--- config.mk ---
export PLATFORM = sky130hd
export DESIGN_NAME = objects_mux_hit
export DESIGN_NICKNAME = d
export VERILOG_FILES = /design/src/rtl/objects_mux_hit_pkg.sv /design/src/rtl/objects_mux_hit_pulse_gen.sv /design/src/rtl/objects_mux_hit.sv
export SDC_FILE = /design/constraint.sdc
export NUM_CORES = 1
export LEC_CHECK = 0
export BUFFER_PORTS_ARGS = -buffer_cell sky130_fd_sc_hd__buf_2
export CORE_MARGIN = 1
export CORE_UTILIZATION = 46
export DETAILED_ROUTE_END_ITERATION = 12
export GPL_TIMING_DRIVEN = 1
export PLACE_DENSITY = 0.89
export SLEW_MARGIN = 10
export SYNTH_ARGS = -nofsm -noshare
export SYNTH_HDL_FRONTEND = slang
export SYNTH_HIERARCHICAL = 1
export SYNTH_SLANG_ARGS = --single-unit
--- constraint.sdc ---
create_clock -name clk -period 3.2 [get_ports clk]
set_clock_uncertainty 0.1 [all_clocks]
set_input_delay 0.64 -clock clk [delete_from_list [all_inputs] [get_ports clk]]
set_output_delay 0.64 -clock clk [all_outputs]
set_load 0.05 [all_outputs]
--- src/rtl/objects_mux_hit_pkg.sv ---
// Shared constants and enums for the object compositor and its collision detectors.
package objects_mux_hit_pkg;

    localparam logic [7:0] TRANSPARENT_ENCODING = 8'h00;
    localparam int         NUM_HITS             = 4;

    typedef enum logic {
        ARMED = 1'b0,
        FIRED = 1'b1
    } hit_state_e;

    typedef enum logic [1:0] {
        PLAYER   = 2'd0,
        ALIEN    = 2'd1,
        SHIELD_P = 2'd2,
        SHIELD_A = 2'd3
    } hit_idx_e;

endpackage

--- src/rtl/objects_mux_hit_pulse_gen.sv ---
// One collision detector: fires a single registered pulse per frame on its condition.
module hit_pulse_gen
    import objects_mux_hit_pkg::*;
(
    input  logic clk,
    input  logic resetN,
    input  logic start_of_frame,
    input  logic play_game,
    input  logic cond,
    output logic pulse
);

    hit_state_e state_q, state_d, state_eff;
    logic       pulse_q, pulse_d;

    always_comb begin
        state_d   = state_q;
        pulse_d   = 1'b0;
        // A frame boundary re-arms before the condition is looked at, so a
        // same-cycle collision belongs to the new frame.
        state_eff = start_of_frame ? ARMED : state_q;
        if (!play_game) begin
            state_d = ARMED;
        end else if (state_eff == ARMED && cond) begin
            state_d = FIRED;
            pulse_d = 1'b1;
        end else begin
            state_d = state_eff;
        end
    end

    always_ff @(posedge clk or negedge resetN) begin
        if (!resetN) begin
            state_q <= ARMED;
            pulse_q <= 1'b0;
        end else begin
            state_q <= state_d;
            pulse_q <= pulse_d;
        end
    end

    assign pulse = pulse_q;

endmodule

--- src/rtl/objects_mux_hit.sv ---
// Pixel compositor with fixed object priority plus per-frame collision pulses and a hit counter.
module objects_mux_hit
    import objects_mux_hit_pkg::*;
#(
    parameter logic [7:0] TRANSPARENT_ENCODING = objects_mux_hit_pkg::TRANSPARENT_ENCODING,
    parameter int         HIT_COUNT_MAX        = 15
) (
    input  logic       clk,
    input  logic       resetN,
    input  logic       startOfFrame,
    input  logic       playGame,
    input  logic       playerDR,
    input  logic [7:0] playerRGB,
    input  logic       alienDR,
    input  logic [7:0] alienRGB,
    input  logic       playerShotDR,
    input  logic [7:0] playerShotRGB,
    input  logic       alienShotDR,
    input  logic [7:0] alienShotRGB,
    input  logic       shieldDR,
    input  logic [7:0] shieldRGB,
    input  logic [7:0] backgroundRGB,
    output logic [7:0] RGBOut,
    output logic       playerHit,
    output logic       alienHit,
    output logic       shieldHitByPlayerShot,
    output logic       shieldHitByAlienShot,
    output logic [3:0] playerHitCount
);

    localparam logic [3:0] CNT_MAX = 4'(HIT_COUNT_MAX);

    // Priority is decided by drawing requests alone; the transparent colour
    // is kept only as a documented parameter.
    logic unused_transparent;
    assign unused_transparent = ^TRANSPARENT_ENCODING;

    logic [7:0] rgb_q, rgb_d;
    logic [3:0] cnt_q, cnt_d;
    logic [NUM_HITS-1:0] hit_cond, hit_pulse;

    always_comb begin
        rgb_d = backgroundRGB;
        if      (playerShotDR) rgb_d = playerShotRGB;
        else if (alienShotDR)  rgb_d = alienShotRGB;
        else if (alienDR)      rgb_d = alienRGB;
        else if (playerDR)     rgb_d = playerRGB;
        else if (shieldDR)     rgb_d = shieldRGB;
    end

    always_comb begin
        hit_cond           = '0;
        hit_cond[PLAYER]   = playerDR && alienShotDR;
        hit_cond[ALIEN]    = alienDR  && playerShotDR;
        hit_cond[SHIELD_P] = shieldDR && playerShotDR;
        hit_cond[SHIELD_A] = shieldDR && alienShotDR;
    end

    for (genvar i = 0; i < NUM_HITS; i++) begin : g_hit
        hit_pulse_gen u_hit (
            .clk            (clk),
            .resetN         (resetN),
            .start_of_frame (startOfFrame),
            .play_game      (playGame),
            .cond           (hit_cond[i]),
            .pulse          (hit_pulse[i])
        );
    end

    // Counts the registered pulse, so the count moves the cycle after playerHit.
    always_comb begin
        cnt_d = cnt_q;
        if (!playGame)
            cnt_d = '0;
        else if (hit_pulse[PLAYER] && cnt_q != CNT_MAX)
            cnt_d = cnt_q + 4'd1;
    end

    always_ff @(posedge clk or negedge resetN) begin
        if (!resetN) begin
            rgb_q <= 8'h00;
            cnt_q <= '0;
        end else begin
            rgb_q <= rgb_d;
            cnt_q <= cnt_d;
        end
    end

    assign RGBOut                = rgb_q;
    assign playerHitCount        = cnt_q;
    assign playerHit             = hit_pulse[PLAYER];
    assign alienHit              = hit_pulse[ALIEN];
    assign shieldHitByPlayerShot = hit_pulse[SHIELD_P];
    assign shieldHitByAlienShot  = hit_pulse[SHIELD_A];

endmodule
Word-level counts from Yosys, hierarchy flattened:

Cells that the tools add are included.

* add/subtract/negate cells: 1
* equal/unequal tests: 2
* multiplexer cells: 27
* bitwise logic cells: 4
* reduce and logical (&&, ||, !) cells: 9

Operator list (number)
* $mux W8: 5
* $mux W1: 20
* $logic_and A1 B1 Y1: 9
* $mux W4: 2
* $add A4 B1 Y4 const B: 1
* $ne A4 B4 Y1 const B: 1
* $not A1 Y1: 4
* $ne A2 B1 Y1 const B: 1

* register bits: 20
* bits of input ports: 57
* output and inout bits: 16
* logic and storage cells: 53

Longest topological paths before layout:

* depth after elaboration: 5
* mapped depth: 5
* depth with buffers taken out: 4

Modules after synthesis:

The synthesis kept the hierarchy.

Modules (own cells, without submodules)
* objects_mux_hit: instances 1, cells each 89, area an instance 928.4 um2, seq. area each 300.3 um2
* hit_pulse_gen: instances 4, cells each 6, area an instance 78.8 um2, seq. area each 50.0 um2

Worst setup path before layout:

Ideal clock, no wire load.

* kind: reg2reg
* start: reg cnt_q[0] (netlist: playerHitCount[0])
* end: reg cnt_q[0] (netlist: playerHitCount[0])
* setup time: 0.077 ns
* data arrival time: 1.500 ns
* data required time: 3.023 ns
* slack: 1.522 ns
* cell stages (with the launch flop): 5
* buffers on the path: 0
* period minus slack after synthesis: 1.678 ns
* cell sequence: dfrtp_1 ha_1 and3_1 or3_1 a21oi_1

* word-level cells in the longest chain between the ends: 3
* elaborated cells on any way between the ends: 6
* classes of those cells: add/sub: 1; eq/ne: 2; mux: 2; reduce/logical: 1

RTL lines
* start: declaration: RTL line objects_mux_hit.sv:39 `logic [3:0] cnt_q, cnt_d;`
* start signal: assignment: RTL line objects_mux_hit.sv:85 `cnt_q <= cnt_d;`
* $add A4 B1 Y4 or $ne A4 B4 Y1 (tied branches): RTL line objects_mux_hit.sv:76, objects_mux_hit.sv:75
* $mux W4 or $logic_and A1 B1 Y1 (tied branches): RTL line objects_mux_hit.sv:75 `else if (hit_pulse[PLAYER] && cnt_q != CNT_MAX)`
* $mux W4 or $ne A2 B1 Y1 (tied branches)

Several ways; a longest one is shown, not always the timed one. The select of a mux whose other input is x is not followed.
A chain may end at the register's enable or synchronous reset.

Worst setup path in the final report:

* start: reg g_hit[0].u_hit.pulse_q
* end: out playerHit

RTL lines
* start: declaration: RTL line objects_mux_hit_pulse_gen.sv:14 `logic pulse_q, pulse_d;`
* start signal: assignment: RTL line objects_mux_hit_pulse_gen.sv:38 `pulse_q <= pulse_d;`
* end: declaration: RTL line objects_mux_hit.sv:24 `output logic playerHit,`

No word-level cell between the ends.

==> metrics.csv <==
stage;metric;value;unit
routing;Detailed Routing Iterations Pass 1;4;
cells_and_area;Filler cells;208;
sta;Setup WS post-layout;1460;ps
die;number of top-level design ports;73;
worst_setup_path;Critical Path Sink Type;output port;
global_routing;antenna violations before repair;0;
routing;wirelength, routed;2.85;mm
sta;Worst-Margin Slew;434;ps
cts;Clock Root Buffer;sky130_fd_sc_hd__clkbuf_4;
cts;clock slew at the register clock pins of the worst setup and hold paths;110;ps
sta;hold violation total from the final report;0;
die;effective utilization at floorplan;0.493;
worst_setup_path;count of buffer and inverter cells on the critical path;1;
cts;maximum number of buffers from clock root to sink;2;
cts;CTS tree;yes;
logic_synthesis;synthesized flop and latch total;20;
worst_setup_path;Crit path largest cell delay;420;ps
outcome;outcome;complete, no violations;
sta;highest achievable clock rate;0.574;GHz
placed_design;weighted congestion reported at the end of routability-driven placement;0.778;
logic_synthesis;leading cell type by number of instances after synthesis;sky130_fd_sc_hd__dfrtp_1;
logic_synthesis;Post-synth top cells;20 x sky130_fd_sc_hd__dfrtp_1, 12 x sky130_fd_sc_hd__nand2_1;
routing;antenna viol nets, final;0;
worst_setup_path;ordered cell list for the critical path;buf_2;
cells_and_area;utilization after layout;0.649;
global_routing;largest net degree at the start of global routing;21;
cells_and_area;Diodes inserted;0;
sta;worst slew margin relative to its limit;0.710;
logic_synthesis;number of distinct standard cells referenced by the synthesized netlist;30;
die;area of the die;2920;sq um
logic_synthesis;Post-synth ARST share;1.00;
worst_setup_path;Max stage delay cell, worst path;sky130_fd_sc_hd__dfrtp_1;
worst_setup_path;startpoint types;flip-flop;
worst_setup_path;data arrival time of the worst path;1000;ps
logic_synthesis;top flip-flop cell by instance count after synthesis;sky130_fd_sc_hd__dfrtp_1;
worst_setup_path;kind of cell adding the most delay to the critical path;flip-flops;
logic_synthesis;post-synthesis sequential area ratio;0.402;
logic_synthesis;Cells after Synth;113;
sta;final worst path period need;1740;ps
routing;number of vias after detailed routing;1109;
sta;aggregate negative setup slack;0;ps
placed_design;post-placement cell count;208;
logic_synthesis;number of enable flip-flop cells after synthesis;0;
job;maxcap violations;0;
sta;Slew Limit Fails;0;
power_and_ir_drop;peak supply drop;0.203;mV
logic_synthesis;Post-Synthesis Net Count;171;
sta;total setup violations reported at the end of the flow;0;
worst_setup_path;CP Data Required Time;2460;ps
die;die height;54.0;um
placed_design;dpl hpwl;2.32;mm
cts;clock sinks;20;
cts;Resize count post-CTS;0;
logic_synthesis;mapped cell area;1240;sq um
global_routing;total gr overflow;0;
worst_setup_path;category of the critical setup timing path;reg -> out;
global_routing;Total GRT Usage;0.214;
cts;number of buffers added by the clock tree synthesis step;3;
placed_design;total of buffers placed on input and output ports;72;
power_and_ir_drop;Power Density;361;nW/um^2
global_routing;wire length of the first global-routing pass;4.44;mm
sta;share of the clock period used by the worst path after layout;0.544;
routing;DRC;0;
logic_synthesis;most area-hungry cell type in the Yosys netlist;sky130_fd_sc_hd__dfrtp_1;
routing;via density per instance;5.23;
logic_synthesis;post-synth top area share;0.402;
cts;number of buffers inserted for hold repair after clock tree synthesis;0;
die;Rows;18;
global_routing;via count of the first global-routing pass;1090;
cells_and_area;fraction of final layout cells sized beyond drive strength 1;0.538;
worst_setup_path;maximum fanout along the worst path;5;
die;core footprint;2520;sq um
cells_and_area;final instance count without filler cells;212;
logic_synthesis;average size of a mapped cell;11.0;sq um
cts;clock insertion delay at the later pin of the skew report;290;ps
power_and_ir_drop;Leak;0.881;nW
routing;average routed wire per standard cell;13.4;um
cells_and_area;Final Net Count;241;
sta;setup repair after global routing missed its margin;no;
cells_and_area;relative area change from synthesis to final layout;31.6;%
logic_synthesis;largest cells by area after synthesis;sky130_fd_sc_hd__dfrtp_1 40%, sky130_fd_sc_hd__a221oi_2 9.7%, sky130_fd_sc_hd__mux2_4 9.7%;
sta;Hold Worst Slack;164;ps
cts;number of buffers inserted to repair setup after CTS;0;
worst_hold_path;Hold/Removal Path Class;in -> async;
die;Die Wd;54.0;um
cts;htree depth;1;
routing;number of design-rule violations left by the first detailed-router iteration;10;
placed_design;worst slack at placement;1280;ps
logic_synthesis;Synth Warn #;6;
==> path summary, 6_finish.rpt <==
kind                                      startpoint                     end  slack [ps]  cells past startpoint
worst max register to register     playerHitCount[0]       playerHitCount[0]        1680                      4
min in group clk                   playerHitCount[3]       playerHitCount[3]         430                      1
max in group asynchronous                     resetN               RGBOut[3]        2530                      1
worst max-delay path            g_hit[0].u_hit/pulse               playerHit        1460                      1
worst min-delay path                          resetN  g_hit[3].u_hit/state_q         160                      1
worst min register to register     playerHitCount[3]       playerHitCount[3]         430                      1
==> flip-flops by register name (all words and copies together), names as in the netlist <==
register	cells
RGBOut	8
g_hit.u_hit/pulse	4
g_hit.u_hit/state_q	4
playerHitCount	4
==> logic make-up (layout without fill, tap and decap cells) <==
logic type	Yosys count	in the layout	synth area share
compound gates	35	35	0.252
fa+ha+maj	1	1	0.0101
buf+inv	9	78	0.0392
flops	20	20	0.402
mux	8	8	0.0966
simple gates	40	40	0.200
==> layout make-up <==
| class | count | area (sq um) | area share |
|---|---|---|---|
| Clock buffer | 4 | 36.3 | 0.0222 |
| Multi-Input combinational cell | 84 | 694 | 0.424 |
| Sequential cell | 20 | 500 | 0.306 |
| Inverter | 2 | 7.51 | 0.00459 |
| Tap cell | 30 | 37.5 | 0.0229 |
| Timing Repair Buffer | 72 | 360 | 0.220 |
==> routing by layer <==
layer  vias to the layer above  GRT usage  part of all wire
met3                         4     0.0424             0.085
met5                         -          0                 0
li1                        549          -                 -
met1                       492      0.248              0.40
met2                        64      0.383              0.50
met4                         0     0.0812             0.015
==> placed cells by master, fill, tap and decap left out, drive strengths merged <==
| cell | synthesis | layout |
|---|---|---|
| buf | 5 | 72 |
| dfrtp | 20 | 20 |
| nand2 | 12 | 12 |
| nor2b | 12 | 12 |
| mux2 | 8 | 8 |
| a21o | 8 | 8 |
| a221oi | 8 | 8 |
| o31ai | 8 | 8 |
| nor2 | 5 | 5 |
| and2 | 4 | 4 |
| o21a | 4 | 4 |
| clkbuf | 2 | 4 |
| a21oi | 3 | 3 |
| o21ai | 2 | 2 |
| inv | 2 | 2 |
| and2b | 1 | 1 |
| nand3 | 1 | 1 |
| and3 | 1 | 1 |
| o311ai | 1 | 1 |
| o41ai | 1 | 1 |
| and4b | 1 | 1 |
| nor3 | 1 | 1 |
| nand3b | 1 | 1 |
| or3 | 1 | 1 |
| ha | 1 | 1 |
==> report_power, final <==
part / switching, mW / leakage [nW] / internal (mW)
clock: 0.0741 / 0.0210 / 0.0693
combinational: 0.105 / 0.602 / 0.0706
sequential: 0.00507 / 0.258 / 0.267
total: 0.184 / 0.881 / 0.407
==> through the flow <==
step | total power, mW | area, sq um
floorplan | 0.390 | 1240
global placement | 0.449 | 1600
detailed placement | 0.454 | 1600
CTS | 0.598 | 1640
global route | 0.624 | 1640
finish | 0.591 | 1640
Note: power is estimated with default switching activity, not from simulation.
